==> src/rtl/spi_pkg.sv <==
// Shared SPI definitions used by both the host and the agent.
// Mode numbering follows the usual {cpol,cpha} convention.
package spi_pkg;

  typedef enum logic [1:0] {
    SPI_MODE0 = 2'd0,
    SPI_MODE1 = 2'd1,
    SPI_MODE2 = 2'd2,
    SPI_MODE3 = 2'd3
  } spi_mode_e;

  localparam logic [7:0] IDLE_BYTE = 8'hFF;

  function automatic spi_mode_e spi_mode(input logic cpol,
                                         input logic cpha);
    return spi_mode_e'({cpol, cpha});
  endfunction

endpackage

==> src/rtl/spi_sync.sv <==
// N-stage synchronizer for asynchronous SPI pins.
// Reset value is chosen per pin so an idle bus looks idle after reset.
module spi_sync #(
  parameter int   N       = 2,
  parameter logic RST_VAL = 1'b0
) (
  input  logic clk,
  input  logic rst,
  input  logic d_i,
  output logic q_o
);

  logic [N-1:0] sync_q;

  always_ff @(posedge clk or posedge rst) begin
    if (rst) sync_q <= {N{RST_VAL}};
    else     sync_q <= {sync_q[N-2:0], d_i};
  end

  assign q_o = sync_q[N-1];

endmodule

==> src/rtl/spi_agent.sv <==
// Peripheral-side SPI endpoint, oversampled in the clk domain.
// Full-duplex bytes in all four modes with a one-deep tx holding register.
module spi_agent
  import spi_pkg::*;
(
  input  logic       clk,
  input  logic       rst,
  input  logic       cpol,
  input  logic       cpha,
  input  logic       sck,
  input  logic       cs_n,
  input  logic       mosi,
  output logic       miso,
  output logic       miso_oe,
  input  logic [7:0] tx_data,
  input  logic       tx_valid,
  output logic       tx_ready,
  output logic       tx_underrun,
  output logic [7:0] rx_data,
  output logic       rx_valid,
  output logic       selected
);

  logic sck_s2, cs_s2, mosi_s2;
  logic sck_s3_q, cs_s3_q;

  spi_sync #(.N(2), .RST_VAL(1'b0)) u_sck (
    .clk(clk), .rst(rst), .d_i(sck), .q_o(sck_s2)
  );
  spi_sync #(.N(2), .RST_VAL(1'b1)) u_cs (
    .clk(clk), .rst(rst), .d_i(cs_n), .q_o(cs_s2)
  );
  spi_sync #(.N(2), .RST_VAL(1'b0)) u_mosi (
    .clk(clk), .rst(rst), .d_i(mosi), .q_o(mosi_s2)
  );

  spi_mode_e mode;
  logic      samp_lead;
  logic      lead, trail, sel_fall, sel_rise;
  logic      samp, shft, load;

  assign mode = spi_mode(cpol, cpha);

  always_comb begin
    samp_lead = 1'b0;
    unique case (mode)
      SPI_MODE0, SPI_MODE2: samp_lead = 1'b1;
      default:              samp_lead = 1'b0;
    endcase
  end

  logic       sel_q, sel_d;
  logic [2:0] bit_cnt_q, bit_cnt_d;
  logic [7:0] rx_shift_q, rx_shift_d;
  logic [7:0] rx_data_q, rx_data_d;
  logic       rx_valid_q, rx_valid_d;
  logic [7:0] tx_shift_q, tx_shift_d;
  logic [7:0] hold_q, hold_d;
  logic       full_q, full_d;
  logic       urun_q, urun_d;

  assign lead     = (sck_s2 ^ sck_s3_q) & (sck_s2 == ~cpol);
  assign trail    = (sck_s2 ^ sck_s3_q) & (sck_s2 == cpol);
  assign sel_fall = ~cs_s2 & cs_s3_q;
  assign sel_rise = cs_s2 & ~cs_s3_q;

  assign samp = sel_q & (samp_lead ? lead : trail);
  assign shft = sel_q & (samp_lead ? trail : lead);
  // cpha=0 needs the MSB on miso before the first leading edge
  assign load = (sel_fall & ~cpha) | (shft & (bit_cnt_q == 3'd0));

  always_comb begin
    sel_d      = sel_q;
    bit_cnt_d  = bit_cnt_q;
    rx_shift_d = rx_shift_q;
    rx_data_d  = rx_data_q;
    rx_valid_d = 1'b0;
    tx_shift_d = tx_shift_q;
    hold_d     = hold_q;
    full_d     = full_q;
    urun_d     = 1'b0;

    if (tx_valid && !full_q) begin
      hold_d = tx_data;
      full_d = 1'b1;
    end

    if (sel_fall || sel_rise) begin
      sel_d      = sel_fall;
      bit_cnt_d  = 3'd0;
      rx_shift_d = 8'h00;
    end else if (samp) begin
      rx_shift_d = {rx_shift_q[6:0], mosi_s2};
      bit_cnt_d  = bit_cnt_q + 3'd1;
      if (bit_cnt_q == 3'd7) begin
        rx_data_d  = {rx_shift_q[6:0], mosi_s2};
        rx_valid_d = 1'b1;
      end
    end

    // load looks at the pre-write state: no same-cycle bypass
    if (load) begin
      if (full_q) begin
        tx_shift_d = hold_q;
        full_d     = 1'b0;
      end else begin
        tx_shift_d = IDLE_BYTE;
        urun_d     = 1'b1;
      end
    end else if (shft) begin
      tx_shift_d = {tx_shift_q[6:0], 1'b0};
    end
  end

  always_ff @(posedge clk or posedge rst) begin
    if (rst) begin
      sck_s3_q   <= 1'b0;
      cs_s3_q    <= 1'b1;
      sel_q      <= 1'b0;
      bit_cnt_q  <= 3'd0;
      rx_shift_q <= 8'h00;
      rx_data_q  <= 8'h00;
      rx_valid_q <= 1'b0;
      tx_shift_q <= IDLE_BYTE;
      hold_q     <= 8'h00;
      full_q     <= 1'b0;
      urun_q     <= 1'b0;
    end else begin
      sck_s3_q   <= sck_s2;
      cs_s3_q    <= cs_s2;
      sel_q      <= sel_d;
      bit_cnt_q  <= bit_cnt_d;
      rx_shift_q <= rx_shift_d;
      rx_data_q  <= rx_data_d;
      rx_valid_q <= rx_valid_d;
      tx_shift_q <= tx_shift_d;
      hold_q     <= hold_d;
      full_q     <= full_d;
      urun_q     <= urun_d;
    end
  end

  assign miso        = tx_shift_q[7];
  assign miso_oe     = sel_q;
  assign selected    = sel_q;
  assign tx_ready    = ~full_q;
  assign tx_underrun = urun_q;
  assign rx_data     = rx_data_q;
  assign rx_valid    = rx_valid_q;

endmodule
==> config.mk <==
export PLATFORM = sky130hd
export DESIGN_NAME = spi_agent
export DESIGN_NICKNAME = d
export VERILOG_FILES = /design/src/rtl/spi_pkg.sv /design/src/rtl/spi_sync.sv /design/src/rtl/spi_agent.sv
export SDC_FILE = /design/constraint.sdc
export NUM_CORES = 1
export LEC_CHECK = 0
export CAP_MARGIN = 40
export CORE_UTILIZATION = 35
export CTS_BUF_LIST = sky130_fd_sc_hd__clkbuf_8
export DETAILED_ROUTE_END_ITERATION = 7
export SLEW_MARGIN = 20
export SYNTH_ARGS = -nofsm -noshare
export SYNTH_HDL_FRONTEND = slang
export SYNTH_SLANG_ARGS = --single-unit
==> constraint.sdc <==
create_clock -name clk -period 1.98 [get_ports clk]
set_input_delay 0.198 -clock clk [delete_from_list [all_inputs] [get_ports clk]]
set_output_delay 0.198 -clock clk [all_outputs]
set_load 0.005 [all_outputs]
==> metrics <==
Die W 76.4 um; status finished, final reports clean; RR Startpoint u_cs.sync_q[1]; die area 5830 um2; Die Height 76.4 um; Slew @ Worst Pin 679 ps; ANT nets after route 0; Post-Syn Instances 135; H-tree depth 2; Leakage Power 1.09 nW; TritonCTS Buffers 5; initial antenna violation count 0; sequential fraction of the synthesis area 60.2%; DR vias/cell 4.72; Worst setup SP type register; top-area cell type share of the netlist area 45.2%; fin. max-slew vios 0; GPL Wtd Cong 0.752; Critical Path End Type register; initial core utilization 37.2%; Sw Share 24.7%; fill cell count 477; Sink Count 46; drt first-iter violations 26; CTS tree yes; clock buffer depth 2; area of placed instances 2340 um2; Final setup viols 0; Finished Cell Area 2460 um2; critical path data arrival time 2040 ps; dominant cell type by area after synthesis dfrtp_1; Multi-input gate area 743 um2; largest net degree at the start of global routing 29; CP max FO 5; FF-to-FF setup slack 120 ps; register area 1160 um2; beginning of the critical path u_cs.sync_q[1]; critical path class register to register; drt pass-1 iters 4; Clock power frac 23.9%; Fin. Hold Viols 0; Min Clock Period, post-route 1860 ps; row count 26; Worst-Skew Late Latency 290 ps; R2R depth 6; Synth-to-Final Area Change 27.1%; async set-or-reset flop fraction in the synthesized netlist 100%; ANT cells 0; Max Freq 538 MHz; first-pass GRT wire length 5610 um; Hold Buf Count CTS 0; layout cells sized above 1 35.1%; Cell Pwr Density 982 nW/um2; Top FF cell, synth dfrtp_1; Fin Clk Skew 6.60 ps; setup repair bufs after CTS 0; Comb power frac 22.5%; Crit path required time 2160 ps; Post-synth top cells dfrtp_1 (35), mux2_2 (31), dfstp_2 (11); # DRC 0; Post-synth EDFFs 0; Total Wirelength 3250 um; vias in the first global route 1,211; port bufs 29; final critical-path share of the clock period 94.0%; post-synthesis sequential element count 46; internal power 1.82 mW; DP Wirelength 2280 um; sequential power share 53.6%; slew margin rel. 54.4%; Via Count 1,151; core area 5200 um2; most frequent cell after synthesis dfrtp_1; syn avg cell area 14.3 um2; yosys warns 0; sw power 0.598 mW; worst r2r dst rx_data[6]; boundary pin count 30; # nets final 193; Synth cell types 25; CP endpoint rx_data[6]; VDD IR max 0.489 mV; Root Driver clkbuf_8; Reg clk slew, reported paths 80 ps; Overall Global Routing Usage 12.1%; synth top area cells dfrtp_1 (45%), mux2_2 (18%), dfstp_2 (15%), a22o_1 (4.1%), nand2b_1 (2.9%); GRT overflow 0; max-cap viol count 0; Cell Area, Synth 1940 um2; final core occ 47.3%; wire length per cell 13.3 um; HP Class primary input to asynchronous set/reset pin; Mapped Nets 155
-- final cells by class --
type | count | share of cell area (%)
Inverter | 8 | 1.22
Timing Repair Buffer | 34 | 13.8
Clock buffer | 6 | 3.36
Sequential cell | 46 | 47.3
Clock inverter | 2 | 0.508
Tap cell | 70 | 3.56
Multi-Input combinational cell | 78 | 30.2
-- sequential cells by signal, indices dropped and copies added, names as in the netlist, 2 cells and up --
name	flops
hold_q	8
bit_cnt_q	3
u_mosi.sync_q	2
tx_shift_q	8
rx_data	8
u_cs.sync_q	2
u_sck.sync_q	2
rx_shift_q	7
-- worst max-delay path: stages, from the launching register on --
cell and delay (ps):
dfstp_2 530, inv_1 40, ha_1 330, nand4b_1 180
mux2i_4 220, nand2_2 150, mux2_2 300
-- metal layers --
layer	global-route usage (%)	routed length, um
met1	14.3	1430
met2	20.7	1650
met3	3.95	143
met4	4.04	31
met5	0	0
-- timing repair --
item / 4_1_cts / 5_1_grt
resized for setup: 1 / 3
pin swaps: 0 / 1
setup endpoints to repair: 8 / 8
cloned: 0 / 1
-- how the worst min path moves through the flow --
stage | to | start | cells past startpoint | slack, ps
global route | hold_q[7] | rst | 2 | 270
CTS | hold_q[6] | rst | 2 | 260
detailed placement | u_sck.sync_q[1] | u_sck.sync_q[0] | 0 | 340
finish | hold_q[6] | rst | 2 | 230
floorplan | u_cs.sync_q[0] | cs_n | 0 | 200
global placement | u_sck.sync_q[1] | u_sck.sync_q[0] | 0 | 330
-- kinds of logic after synthesis --
family / after synthesis / synth area share [%]
DFF: 46 / 60.2
muxes: 36 / 20.6
AOI/OAI and AO/OA: 18 / 7.69
and+or+nand+nor: 18 / 5.56
buffers and inverters: 12 / 2.52
adders and majority gates: 4 / 2.59
xor gates and xnor gates: 1 / 0.841
-- per-stage QoR --
stage                     TNS [ps]  worst slack, ps  hold WS [ps]  power (mW)  std cells
final                            0              120           233        2.42        244
after global routing         -36.7            -8.91           270        2.58        244
after CTS                        0             58.5           256        2.47        243
after detailed placement      -951            -95.4           336        1.87        235
after global placement        -169            -14.0           333        1.85        235
after floorplan                  0              117           202        1.68        135
-- power by group through the flow --
| stage | clock [mW] | combinational [mW] | sequential, mW |
|---|---|---|---|
| after global routing | 0.644 | 0.606 | 1.33 |
| after detailed placement | 0 | 0.549 | 1.32 |
| after global placement | 0 | 0.543 | 1.31 |
| after floorplan | 0 | 0.422 | 1.26 |
| final | 0.579 | 0.544 | 1.30 |
| after CTS | 0.610 | 0.553 | 1.30 |
-- cells in the final DEF, fill, tap and decap left out, types with 2 or more instances in the layout --
master	count
a22o_1	9
buf_4	4
clkbuf_8	6
clkdlybuf4s50_1	29
dfrtp_1	35
dfstp_2	11
ha_1	4
inv_1	7
mux2_2	31
mux2i_1	4
nand2_2	2
nand2b_1	9
nand4b_1	2
nor2_1	3
No activity file was read; power rests on OpenSTA's default activity.
